==> src/rtl/shiftreg_pkg.sv <==
// Shared definitions for the elastic shift register: occupancy counter width
// and the counter update encoding.
package shiftreg_pkg;

  typedef enum logic [1:0] {
    CNT_HOLD,
    CNT_INC,
    CNT_DEC,
    CNT_CLR
  } cnt_op_e;

  function automatic int cnt_width(input int depth);
    return $clog2(depth + 1);
  endfunction

endpackage

==> src/rtl/shiftreg_elastic_stage.sv <==
// One stage of the elastic shift register: a valid bit plus payload register
// that loads from upstream whenever it is empty or its downstream neighbour frees.
module shiftreg_elastic_stage #(
  parameter int DataWidth = 32
) (
  input  logic                 clk_i,
  input  logic                 rst_ni,
  input  logic                 flush_i,
  input  logic                 in_vld_i,
  input  logic [DataWidth-1:0] in_data_i,
  input  logic                 down_free_i,
  output logic                 vld_o,
  output logic [DataWidth-1:0] data_o,
  output logic                 free_o
);

  logic                 vld_q, vld_d;
  logic [DataWidth-1:0] data_q, data_d;

  assign free_o = !vld_q || down_free_i;

  // Payload only moves with a valid word, so an emptied stage keeps its last value.
  always_comb begin
    vld_d  = vld_q;
    data_d = data_q;
    if (free_o) begin
      vld_d = in_vld_i;
      if (in_vld_i) data_d = in_data_i;
    end
    if (flush_i) begin
      vld_d  = 1'b0;
      data_d = data_q;
    end
  end

  always_ff @(posedge clk_i or negedge rst_ni) begin
    if (!rst_ni) begin
      vld_q  <= 1'b0;
      data_q <= '0;
    end else begin
      vld_q  <= vld_d;
      data_q <= data_d;
    end
  end

  assign vld_o  = vld_q;
  assign data_o = data_q;

endmodule

==> src/rtl/shiftreg_elastic.sv <==
// Depth-stage elastic shift register with valid/ready on both sides, bubble
// collapsing, synchronous flush and a registered occupancy count.
module shiftreg_elastic
  import shiftreg_pkg::*;
#(
  parameter int Depth     = 4,
  parameter int DataWidth = 32,
  parameter int CntWidth  = cnt_width(Depth)
) (
  input  logic                 clk_i,
  input  logic                 rst_ni,
  input  logic                 flush_i,
  input  logic                 valid_i,
  output logic                 ready_o,
  input  logic [DataWidth-1:0] data_i,
  output logic                 valid_o,
  input  logic                 ready_i,
  output logic [DataWidth-1:0] data_o,
  output logic [CntWidth-1:0]  count_o,
  output logic                 empty_o,
  output logic                 full_o
);

  logic [Depth-1:0]     vld;
  logic [DataWidth-1:0] data [Depth];
  logic                 head_free;

  // The free chain runs tail to head through per-stage signals so the ready
  // path stays purely combinational from ready_i to ready_o.
  for (genvar k = 0; k < Depth; k++) begin : g_stage
    logic                 free_w;
    logic                 in_vld;
    logic [DataWidth-1:0] in_data;
    logic                 down_free;

    if (k == 0) begin : g_head
      assign in_vld  = valid_i;
      assign in_data = data_i;
    end else begin : g_body
      assign in_vld  = vld[k-1];
      assign in_data = data[k-1];
    end

    if (k == Depth - 1) begin : g_tail
      assign down_free = ready_i;
    end else begin : g_link
      assign down_free = g_stage[k+1].free_w;
    end

    shiftreg_elastic_stage #(
      .DataWidth (DataWidth)
    ) u_stage (
      .clk_i       (clk_i),
      .rst_ni      (rst_ni),
      .flush_i     (flush_i),
      .in_vld_i    (in_vld),
      .in_data_i   (in_data),
      .down_free_i (down_free),
      .vld_o       (vld[k]),
      .data_o      (data[k]),
      .free_o      (free_w)
    );
  end

  assign head_free = g_stage[0].free_w;

  // Flush blocks both handshakes for the cycle it is asserted.
  assign ready_o = head_free && !flush_i;
  assign valid_o = vld[Depth-1] && !flush_i;
  assign data_o  = data[Depth-1];

  logic          push, pop;
  cnt_op_e       cnt_op;
  logic [CntWidth-1:0] count_q, count_d;

  assign push = valid_i && ready_o;
  assign pop  = valid_o && ready_i;

  always_comb begin
    cnt_op = CNT_HOLD;
    if (flush_i)            cnt_op = CNT_CLR;
    else if (push && !pop)  cnt_op = CNT_INC;
    else if (pop && !push)  cnt_op = CNT_DEC;
  end

  always_comb begin
    count_d = count_q;
    case (cnt_op)
      CNT_INC: count_d = count_q + CntWidth'(1);
      CNT_DEC: count_d = count_q - CntWidth'(1);
      CNT_CLR: count_d = '0;
      default: count_d = count_q;
    endcase
  end

  always_ff @(posedge clk_i or negedge rst_ni) begin
    if (!rst_ni) count_q <= '0;
    else         count_q <= count_d;
  end

  assign count_o = count_q;
  assign empty_o = (count_q == '0);
  assign full_o  = (count_q == CntWidth'(Depth));

endmodule

==> config.mk <==
export PLATFORM = sky130hd
export DESIGN_NAME = shiftreg_elastic
export DESIGN_NICKNAME = d
export VERILOG_FILES = /design/src/rtl/shiftreg_pkg.sv /design/src/rtl/shiftreg_elastic_stage.sv /design/src/rtl/shiftreg_elastic.sv
export SDC_FILE = /design/constraint.sdc
export NUM_CORES = 1
export LEC_CHECK = 0
export BUFFER_PORTS_ARGS = -buffer_cell sky130_fd_sc_hd__buf_2
export CAP_MARGIN = 20
export CELL_PAD_IN_SITES_DETAIL_PLACEMENT = 1
export CELL_PAD_IN_SITES_GLOBAL_PLACEMENT = 2
export CORE_MARGIN = 3
export CORE_UTILIZATION = 37
export DETAILED_ROUTE_END_ITERATION = 10
export GPL_TIMING_DRIVEN = 0
export PLACE_DENSITY = 0.84
export SLEW_MARGIN = 20
export SYNTH_ARGS = -nofsm -noshare
export SYNTH_HDL_FRONTEND = slang
export SYNTH_SLANG_ARGS = --single-unit
==> constraint.sdc <==
create_clock -name clk_i -period 1.8 [get_ports clk_i]
set_input_delay 0.27 -clock clk_i [delete_from_list [all_inputs] [get_ports clk_i]]
set_output_delay 0.27 -clock clk_i [all_outputs]
set_load 0.1 [all_outputs]
# --- Yosys cells after proc, flatten, opt, wreduce, memory -nomap -nowiden ---
# Index checks and enable logic that the tools add are counted.
word_totals:
  input_bits: 37
  out_inout_bits: 39
  register_bits: 135
  word_cells: 55
op_classes:
  add_sub_neg: 2
  reduce_logical: 27
  muxes: 12
  bitwise_logic: 1
  eq_ne: 4
ops:
  columns: ["operator", "n"]
  rows:
  - ["$reduce_and 3->1", 4]
  - ["$pmux 3 s3", 1]
  - ["$mux 1", 8]
  - ["$reduce_bool 2->1", 4]
  - ["$logic_not 1->1", 7]
  - ["$logic_and 1x1->1", 6]
  - ["$mux 2", 3]
  - ["$eq 2x2->1 const B", 2]
  - ["$logic_or 1x1->1", 4]
  - ["$add 3x1->3 const B", 1]
  - ["$eq 3x3->1 const B", 1]
  - ["$logic_not 3->1", 1]
  - ["$reduce_bool 3->1", 1]
  - ["$sub 3x1->3 const B", 1]
  - ["$eq 2x1->1 const B", 1]
  - ["$not 1->1", 1]

# --- Logic depth before layout (Yosys ltp) ---
# Gate-level depths: netlist (run 1).
depth:
  ltp_word: 14
  depth_mapped: 6
  depth_no_buf: 6

# --- Cells and area by module ---
# A second synthesis (run 1) with hierarchy kept.
unflattened:
  hier_cells: 319
  hier_area_um2: 5323.9
modules_own_cells:
  columns: ["mod", "seq_area_each_um2", "instances", "cells_each", "area_per_inst_um2"]
  rows:
  - ["shiftreg_elastic_stage", 825.8, 4, 73, 1263.7]
  - ["shiftreg_elastic", 75.1, 1, 27, 269.0]

# --- Worst setup path after synthesis (run 1) ---
# No wires, ideal clock.
synth_path:
  path_type: "flip-flop to output port"
  from: "reg count_q[2], in the netlist count_o[2]"
  to: "out full_o"
  path_buffers: 0
  slack_ps: -1720
  stages_incl_launch_ff: 2
  required_ps: 1530
  arrival_ps: 3250
  cell_sequence: "dfrtp_1 -> nor3b_1"
synth_between:
  elab_chain_cells: 1
synth_rtl:
  columns: ["item", "line", "source"]
  rows:
  - ["start: declaration", "shiftreg_elastic.sv:74", "logic [CntWidth-1:0] count_q, count_d;"]
  - ["start signal: assignment", "shiftreg_elastic.sv:98", "else count_q <= count_d;"]
  - ["$eq 3x3->1", "shiftreg_elastic.sv:103", "assign full_o = (count_q == CntWidth'(Depth));"]
  - ["end: declaration", "shiftreg_elastic.sv:21", "output logic full_o"]
# No other way between the ends.

# --- Worst setup path in the final report (run 1) ---
layout_path:
  from: "reg g_stage[3].u_stage.vld_q"
  to: "out ready_o"
layout_between:
  elab_chain_cells: 6
layout_rtl:
  columns: ["item", "line", "source"]
  rows:
  - ["start: declaration", "shiftreg_elastic_stage.sv:17", "logic vld_q, vld_d;"]
  - ["start signal: assignment", "shiftreg_elastic_stage.sv:41", "vld_q <= vld_d;"]
  - ["$logic_not 1->1", "shiftreg_elastic_stage.sv:20", "assign free_o = !vld_q || down_free_i;"]
  - ["$logic_or 1x1->1 (4 in series)", "shiftreg_elastic_stage.sv:20", null]
  - ["$logic_and 1x1->1", "shiftreg_elastic.sv:68", "assign ready_o = head_free && !flush_i;"]
  - ["end: declaration", "shiftreg_elastic.sv:14", "output logic ready_o,"]
# No other way between the ends.

==> results of run 1 <==
what timing repair did:
| item | in CTS | in global routing |
|---|---|---|
| hold endpoints to repair | 56 | 0 |
| setup endpoints to repair | 125 | 72 |
| gates resized for setup | 13 | 9 |
| hold buffers | 1 | 0 |
| pin swaps | 2 | 4 |
| setup buffers | 1 | 0 |
| gates cloned | 0 | 1 |
per-layer routing:
layer,share of wire (%),vias up,GRT usage [%]
li1,-,1316,-
met3,5.4,16,4.97
met4,1.8,0,6.25
met1,44,1531,17.7
met5,0,-,0
met2,49,62,22.8
worst min path at each step:
stage	startpoint	cells past startpoint	end
floorplan	rst_ni	0	count_o[2]
global placement	g_stage[1].u_stage.data_o[16]	1	g_stage[2].u_stage.data_o[16]
detailed placement	rst_ni	1	g_stage[1].u_stage.data_o[5]
CTS	data_i[12]	2	g_stage[0].u_stage.data_o[12]
global route	data_i[12]	2	g_stage[0].u_stage.data_o[12]
finish	data_i[9]	2	g_stage[0].u_stage.data_o[9]
state kept, by name, indices dropped and copies added (netlist names):
signal                  cells
g_stage.u_stage.vld_o       4
g_stage.u_stage.data_o    128
count_o                     3
Yosys cell counts, types with 2 or more instances:
master,number
buf_6,5
nor2b_1,3
inv_1,2
a21boi_0,2
a31oi_1,2
clkbuf_1,3
a41oi_1,2
dfrtp_1,135
mux2_2,100
mux2_4,30
buf_2,6
nor2_1,8
buf_12,3
nand2b_1,3
stage by stage:
stage / cells / utilization (%)
final: 606 / 48.3
after global routing: 606 / 48.3
after global placement: 574 / 42.9
after floorplan: 319 / -
after detailed placement: 575 / 43.2
after CTS: 607 / 48.2
cell families (layout without fill, tap and decap cells):
| family | count (synthesis) | after routing |
|---|---|---|
| multiplexers | 131 | 131 |
| buffers and inverters | 19 | 125 |
| AND/OR/NAND/NOR | 23 | 24 |
| flip-flops | 135 | 135 |
| AO/OA/AOI/OAI | 10 | 10 |
| adder cells (fa/ha/maj) | 1 | 1 |
layout make-up:
| cell class | count | area (µm²) | share of cell area (%) |
|---|---|---|---|
| buffer | 13 | 148 | 2.18 |
| clock buffer | 19 | 443 | 6.54 |
| clock inverter | 13 | 203 | 2.99 |
| inverter | 2 | 7.51 | 0.111 |
| multi-input combinational | 166 | 1910 | 28.2 |
| sequential | 135 | 3390 | 50.0 |
| tap | 180 | 225 | 3.32 |
| timing repair buffer | 78 | 453 | 6.68 |
worst reg2reg max path: stages (launching register included):
cell,delay [ns]
dfrtp_2,0.43
nand3b_1,0.13
nor2_2,0.05
fa_2,0.36
and2_4,0.15
a31oi_1,0.15
mux2_2,0.35
power groups by stage:
stage | clock network [mW] | registers, mW | logic, mW
2_1_floorplan | 0 | 6.32 | 1.08
3_3_place_gp | 0 | 4.39 | 3.58
3_5_place_dp | 0 | 4.47 | 3.67
4_1_cts | 3.88 | 4.43 | 3.70
5_1_grt | 4.03 | 4.53 | 3.80
6_report | 3.81 | 4.41 | 3.65
==> impl_results.rst, run 1 <==
.. list-table::
   :header-rows: 1

   * - Metric
     - Value
   * - CTS tree
     - done
   * - Main flop type after synthesis
     - dfrtp_1
   * - Fraction of synthesized area in multiplexers
     - 29.5%
   * - Overall power
     - 11.9 mW
   * - Unrepaired setup endpoints after global routing
     - yes
   * - Cell type with the largest total area after synthesis
     - dfrtp_1
   * - Sequential area share after synthesis
     - 62.9%
   * - CORE AREA
     - 14000 µm²
   * - Remaining DRCs
     - 0
   * - Die span in x
     - 126 µm
   * - Number of global-route vias before repair
     - 3308
   * - Worst hold slack
     - 0.0856 ns
   * - Worst setup SP type
     - flop
   * - CP delay by family, top
     - flip-flops
   * - Root buf cell
     - clkbuf_16
   * - Critical path peak fanout
     - 5
   * - Register-to-register path setup slack
     - 0.06 ns
   * - Final worst-path cycle share
     - 96.4%
   * - Final routed wire length divided by cell count
     - 17.8 µm
   * - Post-DP HPWL
     - 6.97 mm
   * - Count of yosys warnings during synthesis
     - 0
   * - Sink Count
     - 135
   * - Compound-Gate Fraction of Synth Area
     - 1.58%
   * - Final ANT Viol Nets
     - 0
   * - Crit-path max cell delay
     - 0.43 ns
   * - Final setup fails
     - 0
   * - Number of levels the H-tree was split into
     - 4
   * - Worst-case reg-to-reg path depth
     - 6
   * - Result of the run
     - finished, final reports clean
   * - CTS Buf Count
     - 17
   * - Main area contributors after synthesis
     - dfrtp_1 (63%), mux2_2 (21%), mux2_4 (8.4%)
   * - Row cnt
     - 43
   * - FILL cells
     - 1346
   * - Setup ws final
     - 0.0649 ns
   * - Max Fclk
     - 0.576 GHz
   * - Nets in the synthesized netlist
     - 357
   * - Global-route wire length before repair
     - 17.6 mm
   * - Type of the worst min-delay path
     - input pin to flop
   * - Worst EP required
     - 1.53 ns
   * - Max_slew headroom
     - 66.0%
   * - Capture point of the worst reg-to-reg path
     - count_o[2]
   * - Net switching component of the power
     - 4.39 mW
   * - Die outline height
     - 126 µm
   * - Clock Latency Late Sink
     - 0.41 ns
   * - Portion of synthesized cell area occupied by the leading cell type
     - 62.9%
   * - Count of cell instances traversed by the critical path
     - 3
   * - Overall global routing resource usage
     - 14.3%
   * - Grt ovf
     - 0
   * - Synth-to-Final Area Change
     - 26.2%
   * - Commonest non-fill, non-tap cells in the layout
     - dfrtp_1 (131), mux2_2 (100), buf_2 (70), mux2_4 (30), clkbuf_16 (17)
   * - Tightest Pin Transition
     - 0.514 ns
   * - Fraction of power consumed by the clock network
     - 32.1%
   * - Data arrival time of the critical path
     - 1.47 ns
   * - Ordered cell list for the critical path
     - nor2b_4 > a41oi_4 > buf_12
   * - I/O pin total
     - 76
   * - Final weighted congestion in routability-driven placement
     - 0.692
   * - Worst setup path startpoint
     - g_stage[3].u_stage.vld_o
   * - Starting Density
     - 38.3%
   * - Number of enable-type register cells in the synthesized netlist
     - 0
   * - Main combinational cell family by area after synthesis
     - multiplexers
   * - Number of search-and-repair iterations in the first detailed-routing pass
     - 4
   * - Starting DRT DRC Count
     - 139
   * - Number of diodes
     - 0
   * - Placed standard-cell area
     - 6070 µm²
   * - Reported max-cap violation count
     - 0
   * - Internal power consumption
     - 7.48 mW
   * - Number of cells produced by synthesis
     - 319
   * - Initial antenna violation count
     - 0
   * - Count of buffers from port buffering
     - 75
   * - Vias
     - 2925
   * - Bufs on Longest Clock Path
     - 2
   * - Adder and majority gate portion of the synthesized area
     - 0.373%
   * - Count of pins over their slew limit
     - 0
   * - Mean post-synth cell area
     - 16.8 µm²
   * - Number of hold violations in the final report
     - 0
   * - Crit path capture
     - ready_o
   * - Total Nets Final
     - 451
   * - Clock edge transition at the registers on the reported setup and hold paths
     - 0.06 ns
   * - Portion of total power attributed to sequential cells
     - 37.2%
   * - Startpoint-to-endpoint class of the critical path
     - flop to output pin
   * - Area share of and/or/nand/nor cells after synthesis
     - 2.54%
   * - Minimum period implied by the final worst setup slack
     - 1.74 ns
   * - Xor-xnor portion of the synthesized cell area
     - 0%
   * - Most common cell after layout, fill and taps aside
     - dfrtp_1
   * - Beginning of the worst register-to-register path
     - g_stage[3].u_stage.vld_o
   * - Post-detailed-route via-to-cell ratio
     - 4.83
   * - Async S/R FF share, synth
     - 100%
   * - Total routed wirelength
     - 10.8 mm
   * - Maximum number of pins on one net before global-route repair
     - 80
   * - Leak Pwr
     - 3.22 nW
   * - Design area
     - 6780 µm²
   * - Total die area
     - 16000 µm²
   * - Combinational cell fraction of total power
     - 30.7%
   * - Layout cell share with drive strength beyond 1
     - 62.9%
   * - CP endpoint kind
     - output pin
   * - Post-synth design cell area
     - 5370 µm²
   * - Pre-CTS worst setup slack
     - -0.243 ns
   * - Worst Path Buf+Inv
     - 1
   * - Setup TNS after final layout
     - 0 ns
   * - Clock skew
     - 0.0105 ns
   * - Power per cell area
     - 1750 nW/µm²
   * - Synth Register Bits
     - 135
   * - Worst vdd rail ir drop
     - 0.000850 V
   * - Switching fraction of total power
     - 37.0%
   * - Number of unique standard cell types used by synthesis
     - 29
   * - Slowest cell on crit path
     - dfrtp_2
Note: power is estimated with default switching activity, not from simulation.
==> run 2, diff against run 1 <==
--- a/config.mk
+++ b/config.mk
@@ -14,6 +14,7 @@
 export DETAILED_ROUTE_END_ITERATION = 10
 export GPL_TIMING_DRIVEN = 0
 export PLACE_DENSITY = 0.84
+export SETUP_SLACK_MARGIN = 0.1
 export SLEW_MARGIN = 20
 export SYNTH_ARGS = -nofsm -noshare
 export SYNTH_HDL_FRONTEND = slang
==> constraint.sdc (replaced) <==
create_clock -name clk_i -period 1.8 [get_ports clk_i]
set_input_delay 0.27 -clock clk_i [delete_from_list [all_inputs] [get_ports clk_i]]
set_output_delay 0.27 -clock clk_i [all_outputs]
set_load 0.02 [all_outputs]
==> run 2 against run 1 <==
Compared with the run above:
- via count grew 1.7%
- worst setup slack better by 0.010 ns
- design area shrank 0.55%
- critical path depth rose by 3
- critical endpoint is now count_o[2]
==> impl_results.rst, run 2 (same netlist as run 1, synthesis figures left out) <==
.. list-table::
   :header-rows: 1

   * - Metric
     - Value
   * - Result of the run
     - finished, final reports clean (unchanged)
   * - Startpoint-to-endpoint class of the critical path
     - flop to flop (was flop to output pin)
   * - Clock edge transition at the registers on the reported setup and hold paths
     - 0.06 ns (about the same)
   * - Clock Latency Late Sink
     - 0.41 ns (about the same)
   * - CP endpoint kind
     - flop (was output pin)
   * - Unrepaired setup endpoints after global routing
     - yes (unchanged)
   * - Total routed wirelength
     - 10.6 mm (was 10.8 mm)
   * - Crit-path max cell delay
     - 0.40 ns (was 0.43 ns)
   * - CORE AREA
     - 14000 µm² (unchanged)
   * - Initial antenna violation count
     - 1 (was 0)
   * - Bufs on Longest Clock Path
     - 2 (unchanged)
   * - Row cnt
     - 43 (unchanged)
   * - Clock skew
     - 0.00959 ns (was 0.0105 ns)
   * - Count of buffers from port buffering
     - 75 (unchanged)
   * - Area of the multi-input gates
     - 1850 µm² (was 1910 µm²)
   * - Total Nets Final
     - 458 (was 451)
   * - Critical path peak fanout
     - 3 (was 5)
   * - Synth-to-Final Area Change
     - 25.5% (was 26.2%)
   * - Final std cells w/o fill
     - 613 (was 606)
   * - Count of pins over their slew limit
     - 0 (unchanged)
   * - Worst vdd rail ir drop
     - 0.000753 V (was 0.000850 V)
   * - Worst EP required
     - 2.10 ns (was 1.53 ns)
   * - Type of the worst min-delay path
     - input pin to flop (unchanged)
   * - Total die area
     - 16000 µm² (unchanged)
   * - Starting Density
     - 38.3% (unchanged)
   * - Sink Count
     - 135 (unchanged)
   * - Ordered cell list for the critical path
     - nand3b_1 > nor2_1 > fa_2 > and2_4 > a31oi_1 > mux2_2 (was nor2b_4 > a41oi_4 > buf_12)
   * - Minimum period implied by the final worst setup slack
     - 1.73 ns (was 1.74 ns)
   * - Grt ovf
     - 0 (unchanged)
   * - Final worst-path cycle share
     - 95.8% (was 96.4%)
   * - Post-detailed-route via-to-cell ratio
     - 4.85 (was 4.83)
   * - Worst Path Buf+Inv
     - 0 (was 1)
   * - Max_slew headroom
     - 71.1% (was 66.0%)
   * - Final routed wire length divided by cell count
     - 17.2 µm (was 17.8 µm)
   * - Most common cell after layout, fill and taps aside
     - dfrtp_1 (unchanged)
   * - Placed standard-cell area
     - 6010 µm² (was 6070 µm²)
   * - Tightest Pin Transition
     - 0.434 ns (was 0.514 ns)
   * - CP delay by family, top
     - flip-flops (unchanged)
   * - FILL cells
     - 1386 (was 1346)
   * - Power per cell area
     - 1470 nW/µm² (was 1750 nW/µm²)
   * - Final ANT Viol Nets
     - 0 (unchanged)
   * - Remaining DRCs
     - 0 (unchanged)
   * - Global-route wire length before repair
     - 17.4 mm (was 17.6 mm)
   * - Leak Pwr
     - 3.23 nW (was 3.22 nW)
   * - Design area
     - 6740 µm² (was 6780 µm²)
   * - I/O pin total
     - 76 (unchanged)
   * - Overall global routing resource usage
     - 14.2% (was 14.3%)
   * - Sequential cell area
     - 3380 µm² (was 3390 µm²)
   * - Flip-flop count of the largest register, all copies and words added
     - 128 (unchanged)
   * - Max Fclk
     - 0.580 GHz (was 0.576 GHz)
   * - Die span in x
     - 126 µm (unchanged)
   * - Number of levels the H-tree was split into
     - 4 (unchanged)
   * - Die outline height
     - 126 µm (unchanged)
   * - Final core utilization
     - 48.0% (was 48.3%)
   * - Number of search-and-repair iterations in the first detailed-routing pass
     - 4 (unchanged)
   * - Reported max-cap violation count
     - 0 (unchanged)
   * - Post-DP HPWL
     - 6.68 mm (was 6.97 mm)
   * - Number of hold violations in the final report
     - 0 (unchanged)
   * - Final weighted congestion in routability-driven placement
     - 0.683 (was 0.692)
   * - Layout cell share with drive strength beyond 1
     - 61.2% (was 62.9%)
   * - Vias
     - 2974 (was 2925)
   * - Maximum number of pins on one net before global-route repair
     - 80 (unchanged)
   * - Number of global-route vias before repair
     - 3345 (was 3308)
   * - Starting DRT DRC Count
     - 119 (was 139)
   * - Commonest non-fill, non-tap cells in the layout
     - dfrtp_1 (134), mux2_2 (100), buf_2 (73), mux2_4 (30), clkbuf_16 (17) (was dfrtp_1 (131), mux2_2 (100), buf_2 (70), mux2_4 (30), clkbuf_16 (17))
   * - Final setup fails
     - 0 (unchanged)
   * - Placed Instances
     - 575 (unchanged)
   * - Number of diodes
     - 0 (unchanged)
   * - CTS Buf Count
     - 17 (unchanged)
   * - Worst setup SP type
     - flop (unchanged)
   * - Root buf cell
     - clkbuf_16 (unchanged)
   * - CTS tree
     - done (unchanged)
   * - Slowest cell on crit path
     - dfrtp_1 (was dfrtp_2)
   * - Data arrival time of the critical path
     - 2.02 ns (was 1.47 ns)
-- run 2: cell types whose count changed in the layout (fill, tap and decap cells not counted), sizes merged --
cell,delta
bufinv,-1
nor2b,-1
inv,+1
buf,+12
clkinv,-2
clkinvlp,+1
clkbuf,-3
-- run 2: layout make-up --
type | count | area share (%)
sequential | 135 | 50.1
tap | 180 | 3.34
inverter | 2 | 0.111
multi-input combinational | 165 | 27.5
clock inverter | 12 | 2.60
timing repair buffer | 85 | 7.20
buffer | 14 | 2.47
clock buffer | 20 | 6.63
-- run 2: per-layer routing --
metal	vias to the layer above	global-route usage, %	part of all wire [%]
li1	1332	-	-
met1	1565	17.4	43
met2	63	23.1	51
met3	12	4.76	4.5
met4	2	5.87	1.1
met5	-	0	0.066
-- run 2: worst register-to-register path: cells and delay by family, from the launching register on --
| kind | cells | cell delay [ns] |
|---|---|---|
| multiplexers | 1 | 0.35 |
| AO/OA/AOI/OAI | 1 | 0.18 |
| adder cells (fa/ha/maj) | 1 | 0.35 |
| AND/OR/NAND/NOR | 3 | 0.33 |
| flip-flops | 1 | 0.40 |
-- run 2: stage by stage --
step / worst slack [ns] / hold WS (ns) / power [mW] / setup TNS (ns)
after CTS: 0.0903 / 0.0639 / 10.1 / 0
after floorplan: 0.0974 / -0.0256 / 5.67 / 0
after global routing: 0.00135 / 0.0614 / 10.5 / 0
after detailed placement: -0.187 / 0.223 / 6.35 / -4.43
after global placement: -1.29 / 0.480 / 6.21 / -177.27
final: 0.0750 / 0.0837 / 9.93 / 0
-- run 2: repair_timing --
item,CTS,global route
endpoints found under the hold margin,56,0
setup endpoints to repair,123,86
pin swaps,2,3
hold buffers,1,0
setup buffers,6,2
gates resized for setup,16,0
-- run 2: where the power goes --
group / total (mW) / leakage [nW] / internal, mW / switching [mW]
Combinational: 1.90 / 1.28 / 1.07 / 0.827
Sequential: 4.41 / 1.66 / 3.92 / 0.487
Clock: 3.63 / 0.296 / 2.35 / 1.28
-- run 2: worst paths after layout --
path / from / to / slack [ns] / cells after the start
worst max register to register: g_stage[3].u_stage.vld_o / count_o[2] / 0.07 / 6
worst min-delay path: data_i[27] / g_stage[0].u_stage.data_o[27] / 0.08 / 2
min in group asynchronous: rst_ni / g_stage[1].u_stage.data_o[6] / 0.37 / 2
max in group asynchronous: rst_ni / g_stage[2].u_stage.vld_o / 0.68 / 3
worst min register to register: g_stage[3].u_stage.data_o[1] / g_stage[3].u_stage.data_o[1] / 0.50 / 1
worst max-delay path: g_stage[3].u_stage.vld_o / count_o[2] / 0.07 / 6
